===== src/rtl/pc_gen.sv =====
// rtl/pc_gen.sv - fetch program counter with prioritised redirects and stall-safe pending redirect
module pc_gen #(
    parameter int          WIDTH     = 32,
    parameter logic [31:0] RESET_VEC = 32'h0000_3000,
    parameter logic [31:0] EXC_VEC   = 32'h0000_4180,
    parameter int          STEP      = 4
) (
    input  logic             clk,
    input  logic             reset,
    input  logic             denPC,
    input  logic             exc,
    input  logic             eret,
    input  logic [WIDTH-1:0] epc,
    input  logic             jmp,
    input  logic [WIDTH-1:0] jmpTarget,
    input  logic             brTaken,
    input  logic [WIDTH-1:0] brTarget,
    output logic [WIDTH-1:0] pc,
    output logic [WIDTH-1:0] pcPlus,
    output logic             pendValid,
    output logic             misalign
);

    localparam logic [WIDTH-1:0] RST_V  = WIDTH'(RESET_VEC);
    localparam logic [WIDTH-1:0] EXC_V  = WIDTH'(EXC_VEC);
    localparam logic [WIDTH-1:0] STEP_W = WIDTH'(STEP);

    logic [WIDTH-1:0] pc_r, pc_next;
    logic [WIDTH-1:0] pend_target, pend_target_next;
    logic             pend_valid, pend_valid_next;
    logic             pend_exc, pend_exc_next;
    logic [WIDTH-1:0] t_new;
    logic             any_req;

    assign pc        = pc_r;
    assign pcPlus    = pc_r + STEP_W;
    assign pendValid = pend_valid;
    assign misalign  = (pc_r[1:0] != 2'b00);

    always_comb begin
        any_req = exc | eret | jmp | brTaken;
        t_new   = pcPlus;
        if (exc)
            t_new = EXC_V;
        else if (eret)
            t_new = epc;
        else if (jmp)
            t_new = jmpTarget;
        else if (brTaken)
            t_new = brTarget;
    end

    always_comb begin
        pc_next          = pc_r;
        pend_target_next = pend_target;
        pend_valid_next  = pend_valid;
        pend_exc_next    = pend_exc;
        if (!denPC) begin
            // A pending redirect belongs to an older instruction, so only exc beats it
            if (exc)
                pc_next = EXC_V;
            else if (pend_valid)
                pc_next = pend_target;
            else if (any_req)
                pc_next = t_new;
            else
                pc_next = pcPlus;
            pend_valid_next = 1'b0;
            pend_exc_next   = 1'b0;
        end else begin
            if (!pend_valid && any_req) begin
                pend_target_next = t_new;
                pend_valid_next  = 1'b1;
                pend_exc_next    = exc;
            end else if (pend_valid && exc && !pend_exc) begin
                pend_target_next = EXC_V;
                pend_exc_next    = 1'b1;
            end
        end
    end

    always_ff @(posedge clk or posedge reset) begin
        if (reset) begin
            pc_r        <= RST_V;
            pend_target <= '0;
            pend_valid  <= 1'b0;
            pend_exc    <= 1'b0;
        end else begin
            pc_r        <= pc_next;
            pend_target <= pend_target_next;
            pend_valid  <= pend_valid_next;
            pend_exc    <= pend_exc_next;
        end
    end

endmodule


===== config.mk =====
export PLATFORM = sky130hd
export DESIGN_NAME = pc_gen
export DESIGN_NICKNAME = d
export VERILOG_FILES = /design/src/rtl/pc_gen.sv
export SDC_FILE = /design/constraint.sdc
export NUM_CORES = 1
export LEC_CHECK = 0
export CAP_MARGIN = 20
export CORE_MARGIN = 1.5
export CORE_UTILIZATION = 46
export CTS_CLUSTER_DIAMETER = 60
export DETAILED_ROUTE_END_ITERATION = 8
export PLACE_DENSITY = 0.84
export SLEW_MARGIN = 20
export SYNTH_ARGS = -nofsm -noshare
export SYNTH_HDL_FRONTEND = slang
export SYNTH_SLANG_ARGS = --single-unit

===== constraint.sdc =====
create_clock -name clk -period 2.51 [get_ports clk]
set_clock_uncertainty 0.15 [all_clocks]
set_input_delay 0.3765 -clock clk [delete_from_list [all_inputs] [get_ports clk]]
set_output_delay 0.3765 -clock clk [all_outputs]
set_load 0.03 [all_outputs]

==> results of run 1 <==
## worst paths after layout
check	from	endpoint	slack [ns]	cells past startpoint
worst max-delay path	pc[8]	pcPlus[28]	-0.20	7
worst min-delay path	reset	pc[25]	0.23	2
worst max register to register	pc[13]	pc[20]	0.09	8
worst min register to register	pend_target[21]	pend_target[21]	0.34	2
max in group asynchronous	reset	pend_target[11]	1.29	3
min in group clk	pend_target[21]	pend_target[21]	0.34	2
## state kept, by name (all words and copies together), names as in the netlist
name / flops
pc: 32
pend_target: 32
pendValid: 1
pend_exc: 1
## cell families (layout without fill, tap and decap cells)
group                      after synthesis  count (layout)
and+or+nand+nor                        196             196
AOI/OAI and AO/OA                      195             195
buffers and inverters                   72             322
DFF                                     66              66
xor gates and xnor gates                24              24
muxes                                    8               8
adders and majority gates                1               1
## power groups by stage
stage	Clock, mW	Sequential (mW)	Combinational (mW)
after CTS	0.939	1.29	1.29
after global routing	0.987	1.31	1.41
after floorplan	0	1.37	0.574
after global placement	0	1.30	1.24
after detailed placement	0	1.30	1.26
final	0.942	1.30	1.34
## per-stage QoR
step	setup slack [ns]	hold WS [ns]	power, mW
finish	-0.205	0.228	3.59
CTS	-0.108	0.225	3.52
global placement	-0.0166	0.305	2.54
detailed placement	-0.161	0.315	2.56
floorplan	0.00382	0.288	1.94
global route	-0.235	0.254	3.71
## placed cells by master (no fill, tap or decap), types with 10 or more instances in the layout
| cell type | n |
|---|---|
| dfrtp_1 | 61 |
| o22ai_1 | 15 |
| nand3_1 | 10 |
| buf_4 | 107 |
| nand2_1 | 57 |
| clkbuf_8 | 11 |
| a221oi_1 | 14 |
| inv_1 | 25 |
| nor2b_1 | 11 |
| o31ai_1 | 11 |
| a21oi_1 | 27 |
| buf_6 | 21 |
| o21ai_0 | 26 |
| clkdlybuf4s50_1 | 139 |
| nor2_1 | 28 |
| a22o_1 | 22 |
## layer usage
layer	vias up	track usage, %	share of wire, %
met5	-	0	0
met4	0	14.3	3.9
met3	79	8.23	12
met2	481	56.2	47
met1	2851	44.8	37
li1	2600	-	-
## layout make-up
type                    instances  area (µm²)  area share, %
repair buffers                278        2600           33.4
clock buffers                  14         163           2.09
flip-flops and latches         66        1660           21.3
clock inverters                 2        35.0          0.450
inverters                      28         105           1.35
multi-input cells             424        3050           39.2
well taps                     136         170           2.19
## worst max-delay path, delay by kind of cell (launching register included)
family	cells	cell delay (ns)
buf+inv	3	0.48
xor+xnor	1	0.18
flops	1	0.42
simple gates	3	0.75
## cells in the mapped netlist (14+ instances only)
cell type	n
dfrtp_1	64
nand2_1	63
nor2_1	34
o21ai_0	28
a21oi_1	27
inv_1	26
a22o_1	22
clkbuf_1	21
buf_2	17
xnor2_1	17
o22ai_1	15
a221oi_1	14
## repair_timing
action	CTS	global route
resized for setup	45	34
setup endpoints to repair	22	22
setup buffers	15	14
pin swaps	17	21
hold endpoints to repair	0	0
==> impl_metrics.json, run 1 <==
{
  "h-tree-depth": 3,
  "utilization_pct": 76.4,
  "drt_first_iter_violations": 700,
  "cp_data_arrival_time_ns": 2.19,
  "num_vias": 6011,
  "grt_pass1_vias": 5548,
  "grt_max_degree": 30,
  "ys_seq_elements": 66,
  "port_buffers": 168,
  "drive_above_1_share_pct": 26.5,
  "cts_hold_repair.buffers": 0,
  "start_util_pct": 46.9,
  "cts_num_sinks": 66,
  "required_ns": 1.98,
  "ys.flop_type": "dfrtp_1",
  "grt_pass1_wl_um": 29700,
  "clock_latency_ns": 0.34,
  "drc": 0,
  "max-slew-margin-rel_pct": 54.3,
  "hp-class": "in2async",
  "place.gp.congestion": 0.976,
  "synth_mux_area_share_pct": 1.86,
  "clockBufferDepth": 2,
  "dp_hpwl_um": 14200,
  "final_cells": 948,
  "p_int_mw": 2.31,
  "grt_usage_pct": 34.8,
  "worst_pin_slew_ns": 0.684,
  "fill_cells": 709,
  "irDropWorstVdd_mv": 0.298,
  "power_density_nw_per_um2": 461,
  "antenna_found_initial": 0,
  "synth-compound-area-share_pct": 29.7,
  "fin_setup_tns_ns": -1.29,
  "cts.reportedPaths.clkPinSlew_ns": 0.08,
  "synth_area_leaders": "dfrtp_1 34%, nand2_1 5.0%, a22o_1 4.0%, xnor2_1 3.1%, o21ai_0 2.9%",
  "syn_nets": 666,
  "synth_cells": 562,
  "final_max_slew_viol_count": 0,
  "io-pin-count": 169,
  "switching_share_pct": 35.4,
  "slowest_stage": "dfrtp_1",
  "fp.dieW_um": 105,
  "async_reset_ff_share_pct": 100,
  "combPwrFrac_pct": 37.5,
  "synth-simple-area-share_pct": 22.6,
  "yosysWarningCount": 0,
  "max_freq_mhz": 368,
  "synth_top_cell_by_area": "dfrtp_1",
  "yosysTopAreaCellShare_pct": 33.5,
  "worstPathCellList": "buf_6 > nand4_1 > nor4_4 > buf_4 > and4_4 > xor2_2 > buf_6",
  "leakage_nw": 3.41,
  "synth_edf_count": 0,
  "synthAdderAreaFrac_pct": 0.262,
  "wl_per_cell_um": 21.6,
  "placed_cell_area_um2": 7080,
  "dp_cells": 903,
  "dr.pass1.iters": 5,
  "cts_root_buffer": "clkbuf_8",
  "cts_made_buffers": 9,
  "rows": 37,
  "endpoint_kind": "output pin",
  "area_delta_synth_final_pct": 62.9,
  "cts_tree": "built",
  "pwr-share-seq_pct": 36.3,
  "slowest_delay_ns": 0.42,
  "cp_max_fo": 4,
  "wl_um": 20500,
  "avgSynthCellArea_um2": 8.50,
  "fin_crit_ns": 2.71,
  "synth_area_um2": 4770,
  "crit_type": "reg2out",
  "die_h_um": 105,
  "crit_top_cell": "buf_6",
  "worst_setup_path_start_kind": "flop",
  "power_frac_clock_pct": 26.3,
  "postLayoutSetupSlackWorst_ns": -0.205,
  "hold_viol_final": 0,
  "violations": "negative setup slack",
  "stdcell_area_um2": 7780,
  "core_um2": 10200,
  "detail-route-antenna-nets": 0,
  "via_per_inst": 6.34,
  "n_antenna_cell": 0,
  "drv_cap": 0,
  "fin_nets": 911,
  "fp.dieArea_um2": 11000,
  "seq_area_frac_synth_pct": 34.6,
  "synth_cell_type_count": 72,
  "synth_top_family_by_area": "compound AO/OA/AOI/OAI gates",
  "finalSetupViolCount": 16,
  "period_share_pct": 108,
  "power.switching_mw": 1.27,
  "rsz0062_at_grt": "true",
  "run_status": "finished, violations left",
  "grt_overflow": 0,
  "synth-xor-area-share_pct": 4.40
}
Power figures use the tool's default switching activity.
==> run 2, diff against run 1 <==
--- a/config.mk
+++ b/config.mk
@@ -10,6 +10,7 @@
 export CORE_UTILIZATION = 46
 export CTS_CLUSTER_DIAMETER = 60
 export DETAILED_ROUTE_END_ITERATION = 8
+export GPL_TIMING_DRIVEN = 0
 export PLACE_DENSITY = 0.84
 export SLEW_MARGIN = 20
 export SYNTH_ARGS = -nofsm -noshare
==> constraint.sdc (replaced) <==
create_clock -name clk -period 2.51 [get_ports clk]
set_clock_uncertainty 0.15 [all_clocks]
set_input_delay 0.502 -clock clk [delete_from_list [all_inputs] [get_ports clk]]
set_output_delay 0.502 -clock clk [all_outputs]
set_load 0.03 [all_outputs]
==> impl_metrics.json, run 2 (synthesized netlist as in run 1, its figures left out) <==
{
  "hold_viol_final": 0,
  "leakage_nw": 3.46,
  "hp-class": "in2async",
  "cts_made_buffers": 9,
  "worst_setup_path_start_kind": "flop",
  "fin_crit_ns": 2.97,
  "grt_max_degree": 49,
  "crit_top_cell": "buf_6",
  "irDropWorstVdd_mv": 0.307,
  "cts_tree": "built",
  "postLayoutSetupSlackWorst_ns": -0.463,
  "cts_num_sinks": 66,
  "num_vias": 6295,
  "wl_per_cell_um": 24.8,
  "n_antenna_cell": 0,
  "clockBufferDepth": 2,
  "drc": 0,
  "place.gp.congestion": 0.939,
  "rows": 37,
  "core_um2": 10200,
  "clock_latency_ns": 0.37,
  "port_buffers": 166,
  "grt_pass1_wl_um": 32700,
  "worst-path-stages": 7,
  "fp.dieW_um": 105,
  "area_delta_synth_final_pct": 67.8,
  "finalHoldWorstSlack_ns": 0.298,
  "cp_data_arrival_time_ns": 2.32,
  "die_h_um": 105,
  "period_share_pct": 118,
  "finalSetupViolCount": 23,
  "slowest_delay_ns": 0.42,
  "drt_first_iter_violations": 897,
  "r2r_cells": 9,
  "startpoint": "pc[3]",
  "dp_hpwl_um": 14600,
  "required_ns": 1.86,
  "wl_um": 23400,
  "via_per_inst": 6.66,
  "drv_cap": 0,
  "crit_end": "pcPlus[20]",
  "critPathTopFamily": "simple AND/OR/NAND/NOR gates",
  "detail-route-antenna-nets": 0,
  "max-slew-margin-rel_pct": 31.5,
  "h-tree-depth": 3,
  "final_max_slew_viol_count": 0,
  "power_mw": 3.70,
  "dr.pass1.iters": 9,
  "grt_usage_pct": 38.9,
  "grt_overflow": 0,
  "drive_above_1_share_pct": 29.7,
  "fin_nets": 908,
  "worst_pin_slew_ns": 1.02,
  "worstPathCellList": "ha_4 > nand4_4 > nor3_4 > buf_6 > nand4_1 > xnor2_2 > buf_6",
  "endpoint_kind": "output pin",
  "power_density_nw_per_um2": 462,
  "final_common_cell": "clkdlybuf4s50_1",
  "rsz0062_at_grt": "true",
  "antenna_found_initial": 0,
  "slowest_stage": "dfrtp_2",
  "max_freq_mhz": 336,
  "cts.reportedPaths.clkPinSlew_ns": 0.09,
  "fp.dieArea_um2": 11000,
  "r2r_slack_ns": -0.03,
  "run_status": "finished, violations left",
  "layout_common_cells": "137 x clkdlybuf4s50_1, 55 x nand2_1, 55 x dfrtp_1, 52 x buf_4, 40 x buf_6",
  "rr_endpoint": "pc[20]",
  "cp_max_fo": 5,
  "path_buf_inv": 2,
  "crit_type": "reg2out",
  "cts_root_buffer": "clkbuf_8",
  "io-pin-count": 169,
  "violations": "negative setup slack",
  "r2r-start": "pc[3]",
  "start_util_pct": 46.9,
  "grt_pass1_vias": 5977
}
==> run 2: changes by cell type in the layout (fill, tap and decap cells not counted), sizes merged <==
cell           delta
buf              -23
clkbuf           +20
clkdlybuf4s50     -2
clkinvlp          +1
nand4             +1
==> run 2: layer usage <==
metal	GRT usage (%)	routed length, µm
met1	49.0	8480
met2	62.0	11000
met3	8.67	2700
met4	21.2	1280
met5	0	0
==> run 2: where the power goes <==
part | internal (mW) | total, mW | leakage (nW) | switching [mW]
registers | 1.17 | 1.30 | 0.832 | 0.128
clock network | 0.543 | 1.00 | 0.106 | 0.462
logic | 0.621 | 1.40 | 2.52 | 0.775
==> run 2: final cells by class <==
cell class | count | area, µm²
multi-input cells | 425 | 3350
repair buffers | 232 | 2270
fillers | 667 | 2170
flip-flops and latches | 66 | 1670
plain buffers | 42 | 230
well taps | 136 | 170
clock buffers | 13 | 169
inverters | 28 | 110
clock inverters | 3 | 46.3
==> run 2: what timing repair did <==
| item | 4_1_cts | 5_1_grt |
|---|---|---|
| gates resized for setup | 202 | 109 |
| endpoints found under the setup margin | 73 | 51 |
| setup buffers | 39 | 32 |
| pin swaps | 19 | 22 |
| hold buffers | 0 | 0 |
| gates cloned | 1 | 0 |
==> run 2: worst min path at each step <==
stage                         start         endpoint  cells past startpoint
finish                        reset           pc[23]                      2
global route                  reset           pc[31]                      2
CTS                           reset           pc[23]                      2
detailed placement   pend_target[0]   pend_target[0]                      2
global placement    pend_target[19]  pend_target[19]                      2
floorplan            pend_target[4]   pend_target[4]                      2
==> run 2: through the flow <==
step / cell area, µm² / setup TNS (ns) / cells / setup WS [ns] / util, %
2_1_floorplan: 4900 / -0.0384 / 562 / -0.0384 / -
3_5_place_dp: 6760 / -42.13 / 865 / -0.760 / 66.4
6_report: 8010 / -5.54 / 945 / -0.463 / 78.7
4_1_cts: 7510 / -2.88 / 919 / -0.258 / 73.8
5_1_grt: 8010 / -6.56 / 945 / -0.510 / 78.7
3_3_place_gp: 6730 / -114.35 / 864 / -1.29 / 66.1
==> run 3, diff against run 2 <==
--- a/config.mk
+++ b/config.mk
@@ -5,12 +5,10 @@
 export SDC_FILE = /design/constraint.sdc
 export NUM_CORES = 1
 export LEC_CHECK = 0
-export CAP_MARGIN = 20
 export CORE_MARGIN = 1.5
 export CORE_UTILIZATION = 46
 export CTS_CLUSTER_DIAMETER = 60
 export DETAILED_ROUTE_END_ITERATION = 8
-export GPL_TIMING_DRIVEN = 0
 export PLACE_DENSITY = 0.84
 export SLEW_MARGIN = 20
 export SYNTH_ARGS = -nofsm -noshare
==> impl_metrics.json, run 3 (synthesized netlist as in run 1, its figures left out) <==
{
  "grt_pass1_vias": 5950,
  "cts_made_buffers": 9,
  "run_status": "finished, violations left",
  "grt_overflow": 0,
  "detail-route-antenna-nets": 0,
  "fin_nets": 930,
  "clock_latency_ns": 0.35,
  "cts_tree": "built",
  "drive_above_1_share_pct": 30.6,
  "cts_num_sinks": 66,
  "via_per_inst": 6.39,
  "fp.dieArea_um2": 11000,
  "clockBufferDepth": 2,
  "start_util_pct": 46.9,
  "antenna_found_initial": 0,
  "crit_type": "reg2out",
  "placed_cell_area_um2": 7300,
  "core_um2": 10200,
  "rsz0062_at_grt": "true",
  "fin_setup_tns_ns": -3.46,
  "rows": 37,
  "dr.pass1.iters": 6,
  "met3_usage_pct": 9.11,
  "area_delta_synth_final_pct": 70.8,
  "cp_data_arrival_time_ns": 2.20,
  "final_common_cell": "clkdlybuf4s50_1",
  "final_max_slew_viol_count": 0,
  "grt_usage_pct": 36.5,
  "wl_per_cell_um": 21.8,
  "violations": "negative setup slack",
  "hold_viol_final": 0,
  "cts_hold_repair.buffers": 0,
  "required_ns": 1.86,
  "cp_max_fo": 6,
  "irDropWorstVdd_mv": 0.306,
  "grt_busiest_layer": "met2",
  "dp_cells": 918,
  "drt_first_iter_violations": 555,
  "place_ws_ns": -0.299,
  "drc": 0,
  "n_antenna_cell": 0,
  "max-slew-margin-rel_pct": 33.0,
  "drv_cap": 0,
  "worstPathCellList": "ha_4 > nand4_4 > buf_6 > nor3_4 > buf_6 > nand4_1 > xnor2_2 > buf_6",
  "cts_root_buffer": "clkbuf_8",
  "io-pin-count": 169,
  "use_met1_pct": 46.7,
  "grtUsageMet2_pct": 58.1,
  "period_share_pct": 114,
  "place.gp.congestion": 0.955,
  "power_mw": 3.63,
  "slowest_delay_ns": 0.40,
  "h-tree-depth": 3,
  "leakage_nw": 3.58,
  "stdcell_area_um2": 8150,
  "num_vias": 6182,
  "finalSetupViolCount": 22,
  "die_h_um": 105,
  "dp_hpwl_um": 14200,
  "worst_pin_slew_ns": 1.00,
  "wl_um": 21000,
  "grt_max_degree": 67,
  "endpoint_kind": "output pin",
  "power_density_nw_per_um2": 446,
  "layout_common_cells": "137 x clkdlybuf4s50_1, 111 x buf_4, 58 x nand2_1, 58 x dfrtp_1, 34 x buf_6",
  "fp.dieW_um": 105,
  "critPathTopFamily": "simple AND/OR/NAND/NOR gates",
  "worst_setup_path_start_kind": "flop",
  "slowest_stage": "dfrtp_2",
  "fin_crit_ns": 2.85,
  "port_buffers": 168,
  "grt_pass1_wl_um": 31500,
  "cts.reportedPaths.clkPinSlew_ns": 0.08,
  "crit_top_cell": "buf_6",
  "max_freq_mhz": 351,
  "final_cells": 967,
  "postLayoutSetupSlackWorst_ns": -0.341,
  "path_buf_inv": 3,
  "hp-class": "reg2reg"
}
-- run 3: layout make-up --
type                       instances  area, µm²
sequential                        66       1660
tap                              136        170
clock inverter                     5       53.8
fill                             654       2030
multi-input combinational        424       3200
clock buffer                      11        141
timing repair buffer             297       2820
inverter                          28        105
-- run 3: stage by stage --
step           hold slack [ns]  util (%)
2_1_floorplan            0.288         -
3_3_place_gp             0.305      71.7
3_5_place_dp             0.315      71.7
4_1_cts                  0.330      77.6
5_1_grt                  0.359      80.0
6_report                 0.335      80.0
-- run 3: what timing repair did --
item / in CTS / in global routing
resized for setup: 64 / 44
pin swaps: 23 / 24
endpoints found under the setup margin: 28 / 29
setup buffers: 23 / 15
-- run 3: tightest hold or removal path: cells and delay by family (launching register included) --
kind               cells  cell delay (ns)
AOI/OAI and AO/OA      1             0.05
and+or+nand+nor        1             0.05
DFF                    1             0.35
-- run 3: report_power, final --
group	internal, mW	switching, mW
registers	1.17	0.123
clock network	0.483	0.441
logic	0.673	0.742
-- run 3: worst paths after layout --
| kind | slack, ns | endpoint | startpoint | cells past startpoint |
|---|---|---|---|---|
| worst min-delay path | 0.33 | pend_target[19] | pend_target[19] | 2 |
| worst min register to register | 0.33 | pend_target[19] | pend_target[19] | 2 |
| worst max-delay path | -0.34 | pcPlus[20] | pc[3] | 8 |
| worst max register to register | 0.11 | pc[20] | pc[3] | 10 |
| min in group asynchronous | 0.41 | pc[23] | reset | 3 |
| max in group asynchronous | 1.48 | pc[12] | reset | 3 |
-- run 3: layer usage --
| layer | vias up | wire length (µm) |
|---|---|---|
| met3 | 109 | 2290 |
| met1 | 2960 | 7850 |
| met2 | 470 | 9940 |
| met4 | 0 | 957 |
| li1 | 2643 | - |
| met5 | - | 0 |
